## config.mk

```make
export PLATFORM = sky130hd
export DESIGN_NAME = stream_rr_arbiter
export DESIGN_NICKNAME = d
export VERILOG_FILES = /design/src/rtl/stream_rr_arbiter.sv
export SDC_FILE = /design/constraint.sdc
export NUM_CORES = 1
export LEC_CHECK = 0
export BUFFER_PORTS_ARGS = -buffer_cell sky130_fd_sc_hd__buf_2
export CAP_MARGIN = 10
export CORE_MARGIN = 2
export CORE_UTILIZATION = 40
export CTS_CLUSTER_SIZE = 10
export DETAILED_ROUTE_END_ITERATION = 7
export PLACE_DENSITY = 0.73
export REMOVE_ABC_BUFFERS = 1
export SYNTH_ARGS = -nofsm -noshare
export SYNTH_HDL_FRONTEND = slang
export SYNTH_SLANG_ARGS = --single-unit
```

## constraint.sdc

```tcl
create_clock -name ap_clk -period 3.6 [get_ports ap_clk]
set_input_delay 0.18 -clock ap_clk [delete_from_list [all_inputs] [get_ports ap_clk]]
set_output_delay 0.18 -clock ap_clk [all_outputs]
set_load 0.1 [all_outputs]
```

## src/rtl/stream_rr_arbiter.sv

```systemverilog
// Two-input AXI-stream round-robin merger with a burst limit per grant and a
// single output register stage; counts accepted beats per input.
module stream_rr_arbiter #(
    parameter int WIDTH = 32,
    parameter int BURST = 4
) (
    input  logic             ap_clk,
    input  logic             ap_rst,
    input  logic [WIDTH-1:0] Input_1_V_TDATA,
    input  logic             Input_1_V_TVALID,
    output logic             Input_1_V_TREADY,
    input  logic [WIDTH-1:0] Input_2_V_TDATA,
    input  logic             Input_2_V_TVALID,
    output logic             Input_2_V_TREADY,
    output logic [WIDTH-1:0] Output_1_V_TDATA,
    output logic             Output_1_V_TVALID,
    input  logic             Output_1_V_TREADY,
    output logic             ap_idle,
    output logic [31:0]      beats_1,
    output logic [31:0]      beats_2,
    output logic [1:0]       dbg_state,
    output logic [7:0]       dbg_cnt
);

    // Handshake: a beat moves on a port only in a cycle where TVALID and TREADY
    // are both high at the rising edge; TREADY never depends on the same
    // port's TVALID, and the output holds TDATA/TVALID while stalled.

    typedef enum logic [1:0] {
        IDLE   = 2'd0,
        GRANT1 = 2'd1,
        GRANT2 = 2'd2
    } state_t;

    localparam logic [7:0] CNT_MAX = 8'(BURST - 1);

    state_t           state, state_nxt;
    logic [7:0]       cnt, cnt_nxt;
    logic             last, last_nxt;   // 0: input 1 granted last, 1: input 2
    logic             out_vld;
    logic [WIDTH-1:0] out_data;
    logic             slot_free;
    logic             xfer_1, xfer_2, out_xfer;

    assign slot_free         = !out_vld || Output_1_V_TREADY;
    assign Input_1_V_TREADY  = (state == GRANT1) && slot_free && !ap_rst;
    assign Input_2_V_TREADY  = (state == GRANT2) && slot_free && !ap_rst;
    assign xfer_1            = Input_1_V_TVALID && Input_1_V_TREADY;
    assign xfer_2            = Input_2_V_TVALID && Input_2_V_TREADY;
    assign out_xfer          = out_vld && Output_1_V_TREADY;
    assign Output_1_V_TVALID = out_vld;
    assign Output_1_V_TDATA  = out_data;
    assign ap_idle           = (state == IDLE) && !out_vld;
    assign dbg_state         = state;
    assign dbg_cnt           = cnt;

    always_ff @(posedge ap_clk) begin
        if (ap_rst) begin
            state <= IDLE;
            cnt   <= 8'd0;
            last  <= 1'b1;
        end else begin
            state <= state_nxt;
            cnt   <= cnt_nxt;
            last  <= last_nxt;
        end
    end

    always_comb begin
        state_nxt = state;
        cnt_nxt   = cnt;
        last_nxt  = last;
        case (state)
            IDLE: begin
                cnt_nxt = 8'd0;
                if (Input_1_V_TVALID && Input_2_V_TVALID)
                    state_nxt = last ? GRANT1 : GRANT2;
                else if (Input_1_V_TVALID)
                    state_nxt = GRANT1;
                else if (Input_2_V_TVALID)
                    state_nxt = GRANT2;
            end
            GRANT1: begin
                if (!Input_1_V_TVALID) begin
                    state_nxt = Input_2_V_TVALID ? GRANT2 : IDLE;
                    cnt_nxt   = 8'd0;
                    last_nxt  = 1'b0;
                end else if (xfer_1) begin
                    if (cnt == CNT_MAX) begin
                        cnt_nxt = 8'd0;
                        if (Input_2_V_TVALID) begin
                            state_nxt = GRANT2;
                            last_nxt  = 1'b0;
                        end
                    end else begin
                        cnt_nxt = cnt + 8'd1;
                    end
                end
            end
            GRANT2: begin
                if (!Input_2_V_TVALID) begin
                    state_nxt = Input_1_V_TVALID ? GRANT1 : IDLE;
                    cnt_nxt   = 8'd0;
                    last_nxt  = 1'b1;
                end else if (xfer_2) begin
                    if (cnt == CNT_MAX) begin
                        cnt_nxt = 8'd0;
                        if (Input_1_V_TVALID) begin
                            state_nxt = GRANT1;
                            last_nxt  = 1'b1;
                        end
                    end else begin
                        cnt_nxt = cnt + 8'd1;
                    end
                end
            end
            default: begin
                state_nxt = IDLE;
                cnt_nxt   = 8'd0;
            end
        endcase
    end

    // An input beat always refills the register, even when the old beat leaves
    // in the same cycle; only a lone output transfer empties it.
    always_ff @(posedge ap_clk) begin
        if (ap_rst) begin
            out_vld  <= 1'b0;
            out_data <= '0;
        end else if (xfer_1 || xfer_2) begin
            out_vld  <= 1'b1;
            out_data <= xfer_1 ? Input_1_V_TDATA : Input_2_V_TDATA;
        end else if (out_xfer) begin
            out_vld  <= 1'b0;
        end
    end

    always_ff @(posedge ap_clk) begin
        if (ap_rst) begin
            beats_1 <= 32'd0;
            beats_2 <= 32'd0;
        end else begin
            if (xfer_1) beats_1 <= beats_1 + 32'd1;
            if (xfer_2) beats_2 <= beats_2 + 32'd1;
        end
    end

endmodule

```

==> results.md <==
Final layout:
- Cells with a size suffix above 1 make up 28.53% of the layout.
- After routing the design area is 6422 µm².
- The number of antenna diodes in the final layout is 0.
- The final instance count without filler cells is 915.
- The net total in the final layout is 815.
- The area taken by flip-flops and latches is 2162 µm².
- The footprint of the multi-input gates is 2803 µm².
- Fill cells in the final layout number 1212.
- The layout overhead on the synthesized area is 24.53%.

Logic synthesis:
- The count of different cell masters after synthesis is 48.
- Synthesis inferred 108 register bits.
- For this run, asynchronously set or reset flops after synthesis account for 0%.
- The mapped netlist covers 5157 µm².
- Synthesis produced 581 cells.
- Counting flops with a built-in enable in the synthesized netlist gives 0.
- Yosys printed 0 warnings.
- In this run the mean area of a mapped cell was 8.877 µm².
- In the synthesized netlist the dominant register cell turns out to be sky130_fd_sc_hd__dfxtp_1.
- The fraction of the yosys area taken by sequential cells is 41.92%.

Pwr:
- The power density of the placed cells is 458.2 nW/µm².
- In this run the power spent charging and discharging nets is 1054 µW.
- For this design the static power due to leakage is 0.002723 µW.
- The proportion of power drawn by flip-flops and latches is 43.3%.
- In this run, the clock network consumes 31.8% of the power.
- The internal cell power is 1888 µW.
- The fraction of power consumed by combinational cells is 24.9%.
- The fraction of power spent switching nets is 35.83%.
- The maximum resistive drop on vdd is 0.2678 mV.
- The final total power is 2943 µW.

Placement:
- The congestion estimate from routability-driven global placement came to 0.8202.
- Detailed placement ended at an HPWL of 9081 µm.
- The cell area reported after detailed placement is 6145 µm².
- Buffers placed on the I/O ports in this run total 178.
- The number of placed instances, taps included is 900.

Detailed routing:
- The DRC violation total after the first TritonRoute iteration is 251.
- Summed over all layers, the routed wires come to 12660 µm.
- Once detail routing completed, the nets flagged for antenna violations numbered 0.
- The count of vias placed by the detailed router is 4678.
- Before antenna repair, the detailed router went through 4 iterations.
- Dividing the detail-routed via count by the number of cells gives 5.113.
- Dividing the detail-routed wire length by the instance count gives 13.83 µm.
- For this run, design rule violations remaining after detail routing come to 0.

STA:
- The final count of pins violating max slew is 0.
- After routing, the total negative slack on setup checks comes to 0 ns.
- Of the available clock period, the critical path in the final layout requires 65.20%.
- Setup violations remaining at the end of the flow were counted as 0.
- For the pin with the worst max-slew slack, the measured transition is 0.8148 ns.
- The maximum frequency from static timing analysis is 0.4261 GHz.
- The number of hold-slack violations in the final timing report is 0.
- The worst slack on hold paths is 0.1162 ns.
- The minimum clock period after layout is 2.347 ns.
- The worst clock skew is 0.007097 ns.
- Setup repair after global routing left no endpoint under its margin.
- The worst slew margin relative to its limit is 45.18%.

Clocking:
- The number of hold-repair buffers added at the cts stage is 0.
- The clock root buffer is sky130_fd_sc_hd__clkbuf_16.
- The clock tree synthesis step divided the H-tree into 3 levels.
- The clock input transition at the sequential cells of the worst setup and hold paths is 0.07 ns.
- The longest clock path from root to sink contains 2 buffers.
- TritonCTS built the clock tree.
- The count of buffers added by post-CTS timing repair for setup is 0.
- The number of CTS-inserted buffers is 9.
- In this run, post-CTS repair resized a total of 0 instances.
- The clock reaches the later pin of the worst-skew pair after 0.34 ns.
- Clock tree synthesis found a total of 108 sinks.

Setup path:
- The combined buffer and inverter count along the critical path is 2.
- The largest fanout on the critical path is 34.
- The critical path data required time is 3.81 ns.
- The data arrival time at the worst-slack endpoint is 2.56 ns.
- The critical path's top delay family is simple AND/OR/NAND/NOR gates.
- The category of the worst setup path capture point is a flop.
- The kind of critical path is reg -> reg.
- The critical path startpoint category is a flop.
- Traced cell by cell, the critical path runs through inv_1 -> ha_1 -> and2_1 -> nand3_2 -> buf_4 -> nor2_1 -> a211oi_1.
- The peak per-stage delay on the critical path is 0.57 ns.
- The worst-path cell with the longest stage delay is sky130_fd_sc_hd__nand3_2.

Floorplanning:
- The die is 117.6 µm tall.
- Row generation in the floorplan step produced 41 rows.
- The region available for standard cell placement spans 12620 µm².
- The die span in x is 117.6 µm.
- The top-level I/O count is 179.
- The floorplan step defined a die boundary enclosing 13820 µm².
- The initial utilization of the core area, before any placement, comes to 40.87%.

Global routing:
- The first-pass GRT wire length is 20720 µm.
- The total overflow left after global routing is 0.
- The pin count of the biggest net entering global routing is 60.
- The number of global-route vias before repair came to 4236.
- The number of antenna violations at the first check in global routing is 0.
- The overall track demand over capacity in global routing is 17.98%.

Job:
- Across the run, the number of max-cap violations was 0.

Run status:
- The flow ran to the end, and the final reports show no timing, DRC or antenna violations.

Worst hold path:
- The worst hold path belongs to the class in -> reg.
[path summary, 6_finish.rpt]
check / startpoint / slack (ns) / cells past startpoint / to
setup / recovery: dbg_state[1] / 1.25 / 7 / Output_1_V_TDATA[25]
hold / removal: Input_1_V_TDATA[11] / 0.12 / 3 / Output_1_V_TDATA[11]
setup reg to reg: dbg_state[1] / 1.25 / 7 / Output_1_V_TDATA[25]
hold reg to reg: beats_1[27] / 0.50 / 2 / beats_1[27]
[metal layers]
metal  global-route usage (%)  share of wire (%)  vias up
met5                        0                  0        -
met2                    28.58                 46      143
met4                    5.798                1.5        0
met1                    24.15                 47     2135
met3                    4.215                6.0       17
li1                         -                  -     2383
[cell families after synthesis]
group                    share of synthesized area [%]
multiplexers                                     6.793
AO/OA/AOI/OAI                                    9.171
adder cells (fa/ha/maj)                          1.698
buffers and inverters                            3.930
flip-flops                                       41.92
AND/OR/NAND/NOR                                  26.81
XOR/XNOR                                         9.680
[state kept, by name (all words and copies together), names as in the netlist]
| register | count |
|---|---|
| beats_2 | 32 |
| beats_1 | 32 |
| Output_1_V_TDATA | 32 |
| last | 1 |
| Output_1_V_TVALID | 1 |
| dbg_cnt | 8 |
| dbg_state | 2 |
[synth_stat cells (2+ instances only)]
| cell | count | share of area, % |
|---|---|---|
| sky130_fd_sc_hd__dfxtp_1 | 108 | 42 |
| sky130_fd_sc_hd__nor2_1 | 100 | 7.3 |
| sky130_fd_sc_hd__xor2_1 | 42 | 7.1 |
| sky130_fd_sc_hd__mux2i_1 | 35 | 6.8 |
| sky130_fd_sc_hd__nand4_1 | 35 | 4.2 |
| sky130_fd_sc_hd__a211oi_1 | 33 | 4.8 |
| sky130_fd_sc_hd__nand2_1 | 27 | 2.0 |
| sky130_fd_sc_hd__nand3_1 | 23 | 2.2 |
| sky130_fd_sc_hd__clkbuf_1 | 18 | 1.3 |
| sky130_fd_sc_hd__and3_1 | 17 | 2.1 |
| sky130_fd_sc_hd__xnor2_1 | 15 | 2.5 |
| sky130_fd_sc_hd__a21oi_1 | 13 | 1.3 |
| sky130_fd_sc_hd__and4_1 | 9 | 1.5 |
| sky130_fd_sc_hd__inv_1 | 9 | 0.65 |
| sky130_fd_sc_hd__nor4_1 | 9 | 1.1 |
| sky130_fd_sc_hd__and2_1 | 8 | 0.97 |
| sky130_fd_sc_hd__o21ai_0 | 8 | 0.78 |
| sky130_fd_sc_hd__buf_1 | 7 | 0.51 |
| sky130_fd_sc_hd__ha_1 | 7 | 1.7 |
| sky130_fd_sc_hd__or3_1 | 7 | 0.85 |
| sky130_fd_sc_hd__buf_2 | 6 | 0.58 |
| sky130_fd_sc_hd__nor3_1 | 6 | 0.58 |
| sky130_fd_sc_hd__a21o_1 | 4 | 0.58 |
| sky130_fd_sc_hd__buf_4 | 3 | 0.44 |
| sky130_fd_sc_hd__nand2b_1 | 3 | 0.36 |
| sky130_fd_sc_hd__nor4_4 | 3 | 1.2 |
| sky130_fd_sc_hd__a31o_2 | 2 | 0.34 |
| sky130_fd_sc_hd__buf_6 | 2 | 0.44 |
| sky130_fd_sc_hd__nand4_2 | 2 | 0.49 |
| sky130_fd_sc_hd__o211ai_1 | 2 | 0.29 |
[power by group through the flow]
stage / clock (µW) / sequential, µW / combinational, µW
6_report: 936 / 1270 / 732
5_1_grt: 1010 / 1280 / 770
4_1_cts: 958 / 1270 / 735
3_5_place_dp: 0 / 1300 / 734
3_3_place_gp: 0 / 1300 / 730
2_1_floorplan: 0 / 1640 / 239
[worst register-to-register path: stages, from the launching register on]
cell	delay [ns]
sky130_fd_sc_hd__dfxtp_1	0.35
sky130_fd_sc_hd__inv_1	0.10
sky130_fd_sc_hd__ha_1	0.29
sky130_fd_sc_hd__and2_1	0.25
sky130_fd_sc_hd__nand3_2	0.57
sky130_fd_sc_hd__buf_4	0.46
sky130_fd_sc_hd__nor2_1	0.13
sky130_fd_sc_hd__a211oi_1	0.07
[per-stage QoR]
stage                     setup slack (ns)  utilization [%]
after CTS                            1.255            50.89
after floorplan                     -1.904                -
after detailed placement             1.255            48.69
after global placement               1.351            48.69
after global routing                 1.020            50.89
final                                1.253            50.89
[final cells by class]
| class | instances | share of cell area [%] |
|---|---|---|
| clock inverters | 5 | 0.6039 |
| flip-flops and latches | 108 | 33.66 |
| inverters | 9 | 0.5260 |
| well taps | 172 | 3.351 |
| clock buffers | 10 | 3.721 |
| multi-input cells | 428 | 43.64 |
| repair buffers | 183 | 14.49 |
[cells in the final DEF (no fill, tap or decap), types with 13 or more instances in the layout]
cell type / Yosys / routed
sky130_fd_sc_hd__buf_2: 6 / 177
sky130_fd_sc_hd__dfxtp_1: 108 / 108
sky130_fd_sc_hd__nor2_1: 100 / 100
sky130_fd_sc_hd__xor2_1: 42 / 42
sky130_fd_sc_hd__nand4_1: 35 / 35
sky130_fd_sc_hd__mux2i_1: 35 / 35
sky130_fd_sc_hd__a211oi_1: 33 / 33
sky130_fd_sc_hd__nand2_1: 27 / 27
sky130_fd_sc_hd__nand3_1: 23 / 22
sky130_fd_sc_hd__and3_1: 17 / 17
sky130_fd_sc_hd__xnor2_1: 15 / 15
sky130_fd_sc_hd__a21oi_1: 13 / 13
No activity file was read; power rests on OpenSTA's default activity.
